## config.mk

```make
export PLATFORM = sky130hd
export DESIGN_NAME = modulo_scan_sequencer
export DESIGN_NICKNAME = d
export VERILOG_FILES = /design/src/rtl/modulo_scan_pkg.sv /design/src/rtl/modulo_next_digit.sv /design/src/rtl/modulo_scan_sequencer.sv
export SDC_FILE = /design/constraint.sdc
export NUM_CORES = 1
export LEC_CHECK = 0
export CORE_ASPECT_RATIO = 1.25
export CORE_MARGIN = 2
export CORE_UTILIZATION = 57
export DETAILED_ROUTE_END_ITERATION = 16
export HOLD_SLACK_MARGIN = 0.08
export PLACE_DENSITY = 0.79
export SYNTH_ARGS = -nofsm -noshare
export SYNTH_HDL_FRONTEND = slang
export SYNTH_SLANG_ARGS = --single-unit
```

## constraint.sdc

```tcl
create_clock -name input_clk -period 2.1 [get_ports input_clk]
set_clock_uncertainty 0.1 [all_clocks]
set_input_delay 0.21 -clock input_clk [delete_from_list [all_inputs] [get_ports input_clk]]
set_output_delay 0.21 -clock input_clk [all_outputs]
set_load 0.01 [all_outputs]
```

## src/rtl/modulo_scan_pkg.sv

```systemverilog
// Shared types and constants for the modulo scan sequencer.
// Also provides the lowest-enabled-index helper that is used when a scan starts.
package modulo_scan_pkg;

  localparam int SEL_W    = 2;
  localparam int N_DIGITS = 4;

  typedef enum logic [1:0] {
    ST_IDLE  = 2'd0,
    ST_BLANK = 2'd1,
    ST_SHOW  = 2'd2
  } scan_state_t;

  // A scan started from idle begins at the lowest set mask bit.
  function automatic logic [SEL_W-1:0] lowest_idx(input logic [N_DIGITS-1:0] mask);
    logic [SEL_W-1:0] idx;
    idx = 2'd0;
    for (int i = N_DIGITS - 1; i >= 0; i--) begin
      if (mask[i]) begin
        idx = SEL_W'(i);
      end
    end
    return idx;
  endfunction

endpackage

```

## src/rtl/modulo_next_digit.sv

```systemverilog
// Combinational search for the next enabled digit, scanning upward from idx+1 modulo 4.
// The wrap output flags a result at or below the current index, which includes the single-digit case.
module modulo_next_digit
  import modulo_scan_pkg::*;
(
  input  logic [SEL_W-1:0]    i_idx,
  input  logic [N_DIGITS-1:0] i_mask,
  output logic [SEL_W-1:0]    o_next,
  output logic                o_wrap
);

  logic [SEL_W-1:0] w_cand;
  logic [SEL_W-1:0] w_next;
  logic             w_found;

  // First set mask bit in the order idx+1, idx+2, idx+3, idx.
  always_comb begin
    w_next  = i_idx;
    w_found = 1'b0;
    w_cand  = i_idx;
    for (int k = 1; k <= N_DIGITS; k++) begin
      w_cand = i_idx + SEL_W'(k);
      if (!w_found && i_mask[w_cand]) begin
        w_next  = w_cand;
        w_found = 1'b1;
      end else begin
        w_next  = w_next;
      end
    end
  end

  assign o_next = w_next;
  assign o_wrap = w_found && (w_next <= i_idx);

endmodule

```

## src/rtl/modulo_scan_sequencer.sv

```systemverilog
// Time-multiplexed scan sequencer driving the select and enable inputs of a 1:4 demux.
// Define SCAN_BLANK_EN to insert BLANK_CYCLES of blanking before each digit visit.
module modulo_scan_sequencer
  import modulo_scan_pkg::*;
#(
  parameter int DWELL_CYCLES = 50000,
  parameter int BLANK_CYCLES = 2
) (
  input  logic                input_clk,
  input  logic                input_rst_n,
  input  logic                input_run,
  input  logic [N_DIGITS-1:0] input_digit_mask,
  output logic [SEL_W-1:0]    out_sel,
  output logic                out_e,
  output logic                out_wrap
);

  localparam int MAX_CYC = (DWELL_CYCLES > BLANK_CYCLES) ? DWELL_CYCLES : BLANK_CYCLES;
  localparam int CNT_W   = (MAX_CYC > 1) ? $clog2(MAX_CYC) : 1;
  localparam logic [CNT_W-1:0] DWELL_LOAD = CNT_W'(DWELL_CYCLES - 1);
`ifdef SCAN_BLANK_EN
  localparam logic [CNT_W-1:0] BLANK_LOAD = CNT_W'(BLANK_CYCLES - 1);
`endif

  scan_state_t      r_state;
  logic [CNT_W-1:0] r_cnt;
  logic [SEL_W-1:0] r_sel;
  logic             r_e;
  logic             r_wrap;

  scan_state_t      w_state_nxt;
  logic [CNT_W-1:0] w_cnt_nxt;
  logic [SEL_W-1:0] w_sel_nxt;
  logic             w_e_nxt;
  logic             w_wrap_nxt;
  logic             w_active;
  logic [SEL_W-1:0] w_adv_sel;
  logic             w_adv_wrap;

  modulo_next_digit u_next (
    .i_idx  (r_sel),
    .i_mask (input_digit_mask),
    .o_next (w_adv_sel),
    .o_wrap (w_adv_wrap)
  );

  assign w_active = input_run && (input_digit_mask != 4'b0000);

  // Next-state and next-output logic; the counter counts down to zero and reloads on entry.
  always_comb begin
    w_state_nxt = r_state;
    w_cnt_nxt   = r_cnt;
    w_sel_nxt   = r_sel;
    w_e_nxt     = 1'b0;
    w_wrap_nxt  = 1'b0;
    case (r_state)
      ST_IDLE: begin
        if (w_active) begin
          w_sel_nxt   = lowest_idx(input_digit_mask);
`ifdef SCAN_BLANK_EN
          w_state_nxt = ST_BLANK;
          w_cnt_nxt   = BLANK_LOAD;
`else
          w_state_nxt = ST_SHOW;
          w_cnt_nxt   = DWELL_LOAD;
          w_e_nxt     = 1'b1;
`endif
        end else begin
          w_state_nxt = ST_IDLE;
        end
      end
`ifdef SCAN_BLANK_EN
      ST_BLANK: begin
        if (!w_active) begin
          w_state_nxt = ST_IDLE;
          w_cnt_nxt   = {CNT_W{1'b0}};
        end else if (r_cnt == {CNT_W{1'b0}}) begin
          w_state_nxt = ST_SHOW;
          w_cnt_nxt   = DWELL_LOAD;
          w_e_nxt     = 1'b1;
        end else begin
          w_cnt_nxt   = r_cnt - CNT_W'(1);
        end
      end
`endif
      ST_SHOW: begin
        if (!w_active) begin
          w_state_nxt = ST_IDLE;
          w_cnt_nxt   = {CNT_W{1'b0}};
        end else if ((r_cnt == {CNT_W{1'b0}}) || !input_digit_mask[r_sel]) begin
          // Dwell over, or the shown digit was just disabled: move on.
          w_sel_nxt   = w_adv_sel;
          w_wrap_nxt  = w_adv_wrap;
`ifdef SCAN_BLANK_EN
          w_state_nxt = ST_BLANK;
          w_cnt_nxt   = BLANK_LOAD;
`else
          w_state_nxt = ST_SHOW;
          w_cnt_nxt   = DWELL_LOAD;
          w_e_nxt     = 1'b1;
`endif
        end else begin
          w_cnt_nxt   = r_cnt - CNT_W'(1);
          w_e_nxt     = 1'b1;
        end
      end
      default: begin
        w_state_nxt = ST_IDLE;
        w_cnt_nxt   = {CNT_W{1'b0}};
      end
    endcase
  end

  // State, counter and output registers with synchronous active-low reset.
  always_ff @(posedge input_clk) begin
    if (!input_rst_n) begin
      r_state <= ST_IDLE;
      r_cnt   <= {CNT_W{1'b0}};
      r_sel   <= 2'd0;
      r_e     <= 1'b0;
      r_wrap  <= 1'b0;
    end else begin
      r_state <= w_state_nxt;
      r_cnt   <= w_cnt_nxt;
      r_sel   <= w_sel_nxt;
      r_e     <= w_e_nxt;
      r_wrap  <= w_wrap_nxt;
    end
  end

  assign out_sel  = r_sel;
  assign out_e    = r_e;
  assign out_wrap = r_wrap;

endmodule
```

==> results of run 1 <==
## worst min-delay path by stage
stage / start / to / slack, ns / cells past startpoint
2_1_floorplan: input_rst_n / r_state[1]$_SDFFE_PN0P_ / 0.22 / 2
3_3_place_gp: r_cnt[15]$_SDFFE_PN0P_ / r_cnt[15]$_SDFFE_PN0P_ / 0.36 / 1
3_5_place_dp: r_cnt[0]$_SDFFE_PN0P_ / r_cnt[0]$_SDFFE_PN0P_ / 0.37 / 1
4_1_cts: r_cnt[0]$_SDFFE_PN0P_ / r_cnt[0]$_SDFFE_PN0P_ / 0.39 / 1
5_1_grt: r_cnt[15]$_SDFFE_PN0P_ / r_cnt[15]$_SDFFE_PN0P_ / 0.40 / 1
6_report: r_cnt[0]$_SDFFE_PN0P_ / r_cnt[0]$_SDFFE_PN0P_ / 0.40 / 1
## cell usage after synthesis (all sizes together) (2+ instances only)
cell     count  share of area [%]
a211o        2                1.3
a211oi       2                1.1
a21o         3                1.7
a21oi       10                3.8
a221oi       2                1.3
a31o         2                1.3
and3         3                1.4
buf          7                4.4
clkbuf       2               0.56
dfxtp       21                 32
ha           3                2.8
inv         12                3.4
mux2i        2                1.5
nand2        9                3.1
nand2b       2               0.94
nand3        5                2.3
nand4        3                2.5
nor2        15                4.2
nor3        14                5.3
nor4         8                5.8
o211ai       2                1.1
o21ai       10                3.8
o22ai        3                1.9
o2bb2ai      2                1.3
o41ai        2                1.3
## sequential cells by signal, summed over array words and instances (netlist names)
name      cells
out_e         1
out_sel       2
out_wrap      1
r_cnt        16
r_state       1
## metrics by stage
stage / cell area (sq um) / cells / worst slack (ns) / power, W
4_1_cts: 1515 / 208 / 0.08904 / 0.0009125
3_5_place_dp: 1488 / 204 / -0.07926 / 0.0007244
5_1_grt: 1550 / 208 / 0.01932 / 0.0009748
3_3_place_gp: 1488 / 204 / -0.01886 / 0.0007140
2_1_floorplan: 1333 / 161 / 0.2435 / 0.0006396
6_report: 1550 / 208 / 0.1531 / 0.0009259
## critical path, stage by stage (launching register included)
cell,delay [ns]
dfxtp_1,0.41
nor4_4,0.48
nand4_1,0.31
o211ai_1,0.25
a21oi_1,0.09
a211oi_1,0.21
## layout by cell type, fill, tap and decap left out, types with 3 or more instances in the layout
cell type / n
dfxtp_1: 21
nor2_1: 15
nor3_1: 13
inv_1: 11
buf_4: 11
a21oi_1: 10
clkdlybuf4s50_1: 10
o21ai_0: 8
nand2_1: 7
nor4_2: 4
nand3_1: 4
and3_1: 3
nor4_1: 3
a21o_1: 3
clkbuf_4: 3
## power by group
part	switching (W)	internal (W)	total [W]
sequential	0.0000329	0.000422	0.000455
combinational	0.000149	0.000128	0.000277
clock	0.000122	0.0000712	0.000194
total	0.000304	0.000622	0.000926
## per-layer routing
layer / routed length (microns) / GRT usage [%] / up-vias
met1: 1299 / 25.73 / 634
met5: 0 / 0 / -
met2: 1697 / 46.33 / 33
met4: 61 / 11.90 / 0
li1: - / - / 636
met3: 123 / 2.181 / 7
## area by class of cell
type	count	area, sq um	share of cell area [%]
multi-input combinational	119	835.8	53.91
sequential	21	420.4	27.12
timing repair buffer	21	182.7	11.78
inverter	12	45.04	2.906
tap	31	38.79	2.502
clock buffer	3	22.52	1.453
clock inverter	1	5.005	0.3228
## cells by family (layout without fill, tap and decap cells)
group	count (synthesis)	after routing
AND/OR/NAND/NOR	66	66
flip-flops	21	21
AO/OA/AOI/OAI	47	47
multiplexers	2	2
adder cells (fa/ha/maj)	3	3
XOR/XNOR	1	1
buffers and inverters	21	37
## repair_timing
action	in CTS	in global routing
hold buffers	0	0
endpoints found under the setup margin	0	7
hold endpoints to repair	0	0
gates resized for setup	0	7
==> key figures, run 1 <==
STA
  – Max Slew Vio Count: 0
  – RSZ-0062 raised after global routing: false
  – Slew Limit Headroom: 71.45%
  – Final worst-path cycle share: 92.71%
  – Minimum clock period: 1.947 ns
  – Fmax: 513.6 MHz
  – Hold Slack: 0.4047 ns
  – Hold Vio Cnt, Final: 0
  – Setup tns final: 0 ns
  – Slew @ Worst Pin: 0.4251 ns
  – Final Setup Violations: 0

Synthesis
  – FF+latch count, synth: 21
  – Fraction of synthesized area in multiplexers: 1.502%
  – Register area share after synthesis: 31.55%
  – Largest family of logic cells by synthesized area: simple AND/OR/NAND/NOR gates
  – Mean post-synth cell area: 8.277 sq um
  – Synthesized cell area: 0.001333 sq mm
  – Synth Area in XOR/XNOR: 0.6573%
  – Syn nets: 171
  – Synth Flop Type: dfxtp_1
  – Post-Synth Simple-Gate Area: 30.33%
  – Adder-cell share of the synthesized area: 2.817%
  – Post-synth EDFFs: 0
  – Synth async-reset ratio: 0%
  – Synth Area in Compound Gates: 24.79%
  – Unique masters post-synth: 51
  – Synth Warn #: 0
  – Synthesized instance count: 161

Global routing
  – Largest net degree at the start of global routing: 14
  – Initial antenna violation count: 0
  – All-Layer GR Usage: 24.80%
  – Vias in the first global route: 1,186
  – First-pass GRT wire length: 4947 microns
  – Total congestion overflow after global routing: 0

Setup path
  – End of the critical path: r_cnt[15]$_SDFFE_PN0P_
  – CP required: 2.23 ns
  – RR Startpoint: r_cnt[7]$_SDFFE_PN0P_
  – Critical Path Start: r_cnt[7]$_SDFFE_PN0P_
  – CP startpoint kind: flop
  – R2r endpoint: r_cnt[15]$_SDFFE_PN0P_
  – CP max FO: 6
  – Critical path arrival: 2.07 ns
  – Critical setup path kind: flop to flop
  – CP endpoint kind: flop
  – Reg2Reg Depth: 5
  – Reg2Reg Setup Slack: 0.15 ns

Flow run
  – Max Cap Viol: 0

Layout
  – Share of layout cells above drive strength 1: 19.21%
  – Layout area overhead: 16.34%
  – ANT cells: 0
  – Layout Nets: 188
  – # fillers: 188
  – Final Util: 70.12%

Detailed routing
  – Routed Antenna Nets: 0
  – DRT Pass-1 Iters: 4
  – Initial DRC Count: 18
  – Post-Route WL: 3182 microns
  – DRC violations left: 0
  – Vias per cell: 6.298
  – WL/cell: 15.30 microns
  – Via count: 1,310

CTS
  – Clock root cell: clkbuf_4
  – Clock sinks: 21
  – Clk buf depth: 2
  – Worst-path clk slew: 0.11 ns
  – CTS buffer count: 3
  – # H-tree levels: 1
  – CTS tree: done
  – Worst-skew pair later-pin latency: 0.31 ns
  – Post-CTS setup buffer count: 0

Run status
  – Run status: complete, no violations

Floorplanning
  – Die ar.: 0.002743 sq mm
  – Core ar.: 0.002211 sq mm
  – # IOs: 11
  – Starting Density: 60.27%
  – Die height: 58.06 microns
  – Die W: 47.25 microns
  – Num rows: 19

Placement
  – RePlAce Congestion: 0.8820
  – DPL Wire Length: 2423 microns
  – Count of buffers from port buffering: 10

Power and ir drop
  – Cell area power density: 597.3 mW/mm^2
  – Worst vdd ir: 0.0004044 V
  – Leakage power: 0.6372 nW

Hold path
  – Min-delay worst type: flop to flop
Power figures use the tool's default switching activity.
==> run 2, diff against run 1 <==
--- a/config.mk
+++ b/config.mk
@@ -5,6 +5,7 @@
 export SDC_FILE = /design/constraint.sdc
 export NUM_CORES = 1
 export LEC_CHECK = 0
+export CAP_MARGIN = 25
 export CORE_ASPECT_RATIO = 1.25
 export CORE_MARGIN = 2
 export CORE_UTILIZATION = 57
==> results of run 2 <==
Final layout, timing and power as in run 1 (identical DEF).
==> run 3, diff against run 2 <==
--- a/config.mk
+++ b/config.mk
@@ -7,7 +7,6 @@
 export LEC_CHECK = 0
 export CAP_MARGIN = 25
 export CORE_ASPECT_RATIO = 1.25
-export CORE_MARGIN = 2
 export CORE_UTILIZATION = 57
 export DETAILED_ROUTE_END_ITERATION = 16
 export HOLD_SLACK_MARGIN = 0.08
==> run 3 against run 2 <==
Net effect:
- die area down 7.5%
- largest cell class unchanged
- clock-buffer cell count is 1 higher
- non-clock buffer count rose by 1
- highest routed layer unchanged
==> key figures, run 3 (synthesis results as in run 1) <==
Run status
  – Run status: complete, no violations

Detailed routing
  – DRC violations left: 0
  – Vias per cell: 6.024
  – WL met2: 1546 microns
  – Routed Antenna Nets: 0
  – Initial DRC Count: 52
  – Met3 Wirelength: 124 microns
  – DRT Pass-1 Iters: 4
  – Via count: 1,259
  – Post-Route WL: 3113 microns
  – WL/cell: 14.89 microns
  – Top routing layer used: met4
  – Met1 Wirelength: 1280 microns

Layout
  – Leading cell type in the layout, fill and taps excluded: dfxtp_1
  – ANT cells: 0
  – Most frequent cells in the layout: dfxtp_1, nor2_1, nor3_1
  – Share of layout cells above drive strength 1: 17.42%
  – Number of flip-flops in the largest register: 16
  – Register name with the most flops: r_cnt
  – Layout area overhead: 15.12%
  – Layout Nets: 189

STA
  – Hold Vio Cnt, Final: 0
  – Slew Limit Headroom: 72.59%
  – Slew @ Worst Pin: 0.4081 ns
  – Hold Slack: 0.3735 ns
  – Fmax: 513.4 MHz
  – Minimum clock period: 1.948 ns
  – RSZ-0062 raised after global routing: false
  – Setup WS post-layout: 0.1520 ns
  – Max Slew Vio Count: 0
  – Final worst-path cycle share: 92.76%
  – Final Setup Violations: 0

CTS
  – Worst-skew pair later-pin latency: 0.31 ns
  – CTS buffer count: 3
  – Clk buf depth: 2
  – Cts hold-fix bufs: 0
  – Clock sinks: 21
  – Clock root cell: clkbuf_4
  – # H-tree levels: 1
  – Worst-path clk slew: 0.11 ns
  – CTS tree: done

Setup path
  – Critical setup path kind: flop to flop
  – CP cell instances: inv_1, ha_1, nor4b_2, buf_4, nand4_4, and2_4, and3_1, nor4_1
  – CP required: 2.22 ns
  – CP top delay family: simple AND/OR/NAND/NOR gates
  – Slowest-stage cell, CP: dfxtp_1
  – Bufs and invs on worst path: 2
  – Max incr delay on CP: 0.35 ns
  – Critical path arrival: 2.07 ns
  – CP Depth: 8
  – CP startpoint kind: flop
  – CP max FO: 7
  – Reg2Reg Depth: 8
  – CP endpoint kind: flop

Hold path
  – Hold Path Cell Cnt: 1
  – Min-delay worst type: flop to flop

Floorplanning
  – Die height: 56.06 microns
  – Starting Density: 60.27%
  – Num rows: 19
  – Core ar.: 0.002211 sq mm
  – Die W: 45.25 microns
  – # IOs: 11
  – Die ar.: 0.002536 sq mm

Placement
  – RePlAce Congestion: 0.8897
  – DPL Wire Length: 2366 microns
  – Pre-CTS setup slack: -0.03433 ns
  – Count of buffers from port buffering: 10

Power and ir drop
  – Reg power frac: 49.1%
  – Final Power: 0.0009248 W
  – Internal: 0.0006231 W
  – Sw Pwr: 0.0003017 W
  – Cell area power density: 602.9 mW/mm^2
  – Worst vdd ir: 0.0004359 V
  – Clk pwr share: 21.1%
  – Combinational share of power: 29.8%
  – Sw frac: 32.62%
  – Leakage power: 0.6321 nW

Global routing
  – First-pass GRT wire length: 5092 microns
  – All-Layer GR Usage: 27.72%
  – Vias in the first global route: 1,202
  – Initial antenna violation count: 0
  – Total congestion overflow after global routing: 0
  – Largest net degree at the start of global routing: 14

Flow run
  – Max Cap Viol: 0
## run 3: cell types whose count changed in the layout (fill, tap and decap cells not counted), sizes merged
cell	before	now
clkinv	1	0
buf	11	12
clkbuf	3	4
## run 3: layer usage
metal / vias up / global-route usage, %
met1: 571 / 29.61
met2: 35 / 46.38
met3: 15 / 4.870
met4: 0 / 19.91
met5: - / 0
li1: 638 / -
## run 3: power groups by stage
stage               combinational [W]  sequential (W)  clock, W
floorplan                    0.000183        0.000457         0
global placement             0.000259        0.000459         0
detailed placement           0.000267        0.000462         0
CTS                          0.000269        0.000453  0.000204
global route                 0.000305        0.000457  0.000222
finish                       0.000276        0.000454  0.000195
## run 3: worst register-to-register path: stages, from the launching register on
cell	delay (ns)
dfxtp_1	0.35
inv_1	0.07
ha_1	0.22
nor4b_2	0.21
buf_4	0.17
nand4_4	0.11
and2_4	0.22
and3_1	0.17
nor4_1	0.24
## run 3: worst paths after layout
kind,start,end,slack [ns]
hold reg to reg,r_cnt[15]$_SDFFE_PN0P_,r_cnt[15]$_SDFFE_PN0P_,0.37
setup reg to reg,r_cnt[0]$_SDFFE_PN0P_,r_cnt[8]$_SDFFE_PN0P_,0.15
hold / removal,r_cnt[15]$_SDFFE_PN0P_,r_cnt[15]$_SDFFE_PN0P_,0.37
setup / recovery,r_cnt[0]$_SDFFE_PN0P_,r_cnt[8]$_SDFFE_PN0P_,0.15
## run 3: layout make-up
cell class,count,area [sq um]
fillers,182,676.9
inverters,12,45.04
clock buffers,4,26.28
repair buffers,22,190.2
multi-input cells,119,813.3
flip-flops and latches,21,420.4
well taps,31,38.79
## run 3: stage by stage
stage               area [sq um]  util [%]  setup TNS [ns]  instances
floorplan                   1333         -               0        161
global placement            1495     67.63               0        205
detailed placement          1495     67.63        -0.03433        205
CTS                         1521     68.82               0        209
global route                1534     69.38               0        209
finish                      1534     69.38               0        209
## run 3: timing repair
action | 4_1_cts | 5_1_grt
gates resized for setup | 0 | 3
buffers inserted | 0 | 0
endpoints found under the setup margin | 0 | 1
